--- src/rtl/rgb_colour_decoder.sv ---
// ============================================================================
// Module   : rgb_colour_decoder
// Purpose  : Thresholds a streamed 24-bit RGB pixel back to a 3-bit palette
//            code, behind a valid/ready handshake and a 2-entry result buffer.
// Revision : 1.0
// ============================================================================
`default_nettype none

module rgb_colour_decoder #(
    parameter logic [7:0] THRESH = 8'h80,
    parameter int         CNT_W  = 8
) (
    input  logic             clk,
    input  logic             rst_n,
    input  logic             enable,
    input  logic             in_valid,
    output logic             in_ready,
    input  logic [23:0]      rgb,
    output logic             out_valid,
    input  logic             out_ready,
    output logic [2:0]       color,
    output logic             exact,
    output logic [CNT_W-1:0] mismatch_cnt
);

    localparam logic [CNT_W-1:0] CNT_ONE = {{(CNT_W-1){1'b0}}, 1'b1};

    logic [1:0]       occ_q, occ_d;
    logic             rd_ptr_q, rd_ptr_d;
    logic             wr_ptr_q, wr_ptr_d;
    logic [1:0][3:0]  mem_q, mem_d;
    logic [2:0]       color_q, color_d;
    logic             exact_q, exact_d;
    logic [CNT_W-1:0] cnt_q, cnt_d;

    logic       accept;
    logic       deliver;
    logic [2:0] pix_color;
    logic       pix_exact;
    logic [3:0] head;

    function automatic logic byte_exact(input logic [7:0] b);
        return (b == 8'h00) || (b == 8'hFF);
    endfunction

    assign pix_color = {rgb[23:16] >= THRESH, rgb[15:8] >= THRESH, rgb[7:0] >= THRESH};
    assign pix_exact = byte_exact(rgb[23:16]) && byte_exact(rgb[15:8]) && byte_exact(rgb[7:0]);

    // Ready looks only at stored occupancy, never at out_ready.
    assign in_ready  = rst_n && enable && (occ_q != 2'd2);
    assign out_valid = (occ_q != 2'd0);
    assign accept    = in_valid && in_ready;
    assign deliver   = out_valid && out_ready;

    always_comb begin
        mem_d    = mem_q;
        wr_ptr_d = wr_ptr_q;
        rd_ptr_d = rd_ptr_q;
        occ_d    = occ_q;
        cnt_d    = cnt_q;
        if (accept) begin
            mem_d[wr_ptr_q] = {pix_color, pix_exact};
            wr_ptr_d        = ~wr_ptr_q;
            if (!pix_exact && (cnt_q != {CNT_W{1'b1}})) begin
                cnt_d = cnt_q + CNT_ONE;
            end
        end
        if (deliver) begin
            rd_ptr_d = ~rd_ptr_q;
        end
        case ({accept, deliver})
            2'b10:   occ_d = occ_q + 2'd1;
            2'b01:   occ_d = occ_q - 2'd1;
            default: occ_d = occ_q;
        endcase
        // Outputs are a registered copy of the next head; they hold when empty.
        head    = mem_d[rd_ptr_d];
        color_d = color_q;
        exact_d = exact_q;
        if (occ_d != 2'd0) begin
            color_d = head[3:1];
            exact_d = head[0];
        end
    end

    always_ff @(posedge clk or negedge rst_n) begin
        if (!rst_n) begin
            occ_q    <= 2'd0;
            rd_ptr_q <= 1'b0;
            wr_ptr_q <= 1'b0;
            mem_q    <= '0;
            color_q  <= 3'b000;
            exact_q  <= 1'b0;
            cnt_q    <= '0;
        end else begin
            occ_q    <= occ_d;
            rd_ptr_q <= rd_ptr_d;
            wr_ptr_q <= wr_ptr_d;
            mem_q    <= mem_d;
            color_q  <= color_d;
            exact_q  <= exact_d;
            cnt_q    <= cnt_d;
        end
    end

    assign color        = color_q;
    assign exact        = exact_q;
    assign mismatch_cnt = cnt_q;

endmodule

`default_nettype wire

--- config.mk ---
export PLATFORM = sky130hd
export DESIGN_NAME = rgb_colour_decoder
export DESIGN_NICKNAME = d
export VERILOG_FILES = /design/src/rtl/rgb_colour_decoder.sv
export SDC_FILE = /design/constraint.sdc
export NUM_CORES = 1
export LEC_CHECK = 0
export CORE_MARGIN = 1.5
export CORE_UTILIZATION = 60
export CTS_CLUSTER_DIAMETER = 120
export DETAILED_ROUTE_END_ITERATION = 16
export DONT_BUFFER_PORTS = 1
export PLACE_DENSITY_LB_ADDON = 0.2
export SYNTH_ARGS = -nofsm -noshare
export SYNTH_HDL_FRONTEND = slang
export SYNTH_SLANG_ARGS = --single-unit
export TNS_END_PERCENT = 1
--- constraint.sdc ---
create_clock -name clk -period 4.02 [get_ports clk]
set_input_delay 0.402 -clock clk [delete_from_list [all_inputs] [get_ports clk]]
set_output_delay 0.402 -clock clk [all_outputs]
set_load 0.01 [all_outputs]
==> metrics.txt <==
die area 2375 µm²; final setup fails 0; CTS Buf Count 3; crit-path max FO 7; Reg clk slew, reported paths 120 ps; nets@finish 146; VDD IR max between 0.0004 and 0.0005 V; Initial Util 0.6397; drt via density 6.092; crit path DAT around 2800 ps; Synth Flop Type dfrtp_1; #FFs+latches synth 24; buffer depth of the longest clock path 2; worst r2r path cells 9; Critical R2R Capture exact; core area 1962 µm²; number of flops mapped to enable cells by yosys 0; post-synthesis cell count 110; # resized after CTS 0; Final HPWL DP 1.679 mm; pre-CTS setup slack about 1400 ps; Min Hold Slack ~250 ps; crit path kind reg -> reg; max-slew violations 0; fmax 381.0 MHz; fin cells 141; clock root cell clkbuf_4; sequential share of the synthesized area 0.4786; R2R Path Start occ_q[1]; layout cells sized above 1 0.2018; # fillers 157; Max Cap Viol 0; Final Cycle Share 0.6529; final worst setup slack 1395 ps; leading area contributor after synthesis dfrtp_1; most frequent cells in the layout 24 x dfrtp_1, 12 x mux2_2, 9 x nand2_1, 9 x nor4_1, 8 x xor2_1; commonest non-fill, non-tap cell in the layout dfrtp_1; crit end category flip-flop; measured slew at the worst slew-check pin 1046 ps; die width 48.74 µm; Post-CTS Setup Inserts 0; number of library cell types mapped by synthesis 31; CP required 4190 ps; skew final 2.278 ps; CTS Sinks 24; Synth-to-Final Area Change 6.780%; ANT nets after route 0; WHS Path Cells 1; # diodes 0; Sum Neg Setup Slack 0 ps; Power Total 0.0009131 W; Final Hold Fails 0; reg2reg setup slack 1400 ps; cts hold-fix bufs 1; violation count after the first detailed-route iteration 10; Die H 48.74 µm; total track usage 0.2151; Avg Cell Area, Syn 11.41 µm²; num ports 43; result of the run complete, no violations; post-synth top area share 0.4786; Pre-antenna DRT Iters 4; Max-slew headroom 0.3001; Skew-Pair Late Insertion Delay around 300 ps; cell area after synthesis 1255 µm²; first-pass GRT wire length 3.981 mm; worst hold path type in -> reg; DRT Wirelength around 2.2 mm; gp weighted congestion 0.7151; synth warn 0; syn nets 141; dpl cells 136; hold path endpoint mem_q[2]; top cells by area, synth dfrtp_1 48%, mux2_2 11%, xor2_1 5.6%; Pwr Density 681.4 nW/µm²; row count 16; DR vias 859; DRC viols 0; Critical Path Source Type flip-flop; vias in the first global route 882; min-delay src rgb[15]; TritonCTS clock tree built; H-Tree Depth 1; initial antenna violation count 0; Final min period 2625 ps; GRT overflow 0; RSZ-0062 raised after global routing false; Leak 0.5780 nW; largest net degree at the start of global routing 25; Async S/R FF share, synth 1.000; routed len/inst 15.91 µm; IO buf count 0
worst max path at each step:
stage / startpoint / end / slack (ps) / cells past startpoint
floorplan: occ_q[1] / color[0] / 1670 / 7
global placement: occ_q[1] / exact / 1460 / 9
detailed placement: occ_q[1] / exact / 1390 / 9
CTS: occ_q[1] / exact / 1370 / 9
global route: occ_q[0] / exact / 1130 / 9
finish: occ_q[1] / exact / 1400 / 9
report_power, final:
group	total [W]	internal (W)	switching [W]
Clock	0.000168	0.000101	0.0000670
Combinational	0.000313	0.000176	0.000137
Sequential	0.000432	0.000334	0.0000987
cell type report:
type                    count  area [µm²]  share of cell area
repair buffers              2       17.52             0.01307
clock inverters             1       30.03             0.02241
inverters                   3       11.26            0.008403
clock buffers               3       22.52             0.01681
multi-input cells          81       624.3              0.4659
well taps                  27       33.78             0.02521
flip-flops and latches     24       600.6              0.4482
critical path, cell delays in order (launching register included):
cell and delay [ps]:
dfrtp_1 470, nor2b_4 170, nor2_1 280, nand2_1 140, ha_1 370, nor3b_1 160, nor3_1 510, nand2_1 130
a211oi_1 200, a311oi_1 70
synthesized netlist by cell type (all sizes together) (3+ instances only):
master / number
mux2: 13
inv: 3
nand3: 3
xnor2: 4
nor3: 3
nand2: 9
nand4: 7
nor2: 4
dfrtp: 24
nor4: 9
or2: 4
xor2: 8
state kept, by name (all words and copies together), names as in the netlist:
name and count:
wr_ptr_q 1, mismatch_cnt 8, mem_q 8, occ_q 2, color 3, exact 1
rd_ptr_q 1
per-layer routing:
layer / global-route usage / wire length, µm / up-vias
li1: - / - / 416
met1: 0.3096 / 1085 / 414
met2: 0.3311 / 1023 / 27
met3: 0.04012 / 121 / 2
met4: 0.07143 / 13 / 0
met5: 0 / 0 / -
metrics by stage:
| step | area [µm²] | utilization |
|---|---|---|
| floorplan | 1255 | - |
| global placement | 1277 | 0.6511 |
| detailed placement | 1277 | 0.6511 |
| CTS | 1340 | 0.6830 |
| global route | 1340 | 0.6830 |
| finish | 1340 | 0.6830 |
cell families after synthesis:
kind of cell,share of synthesized area
and+or+nand+nor,0.2293
DFF,0.4786
muxes,0.1276
xor gates and xnor gates,0.08375
AOI/OAI and AO/OA,0.03689
buffers and inverters,0.02393
adders and majority gates,0.01994
No activity file was read; power rests on OpenSTA's default activity.
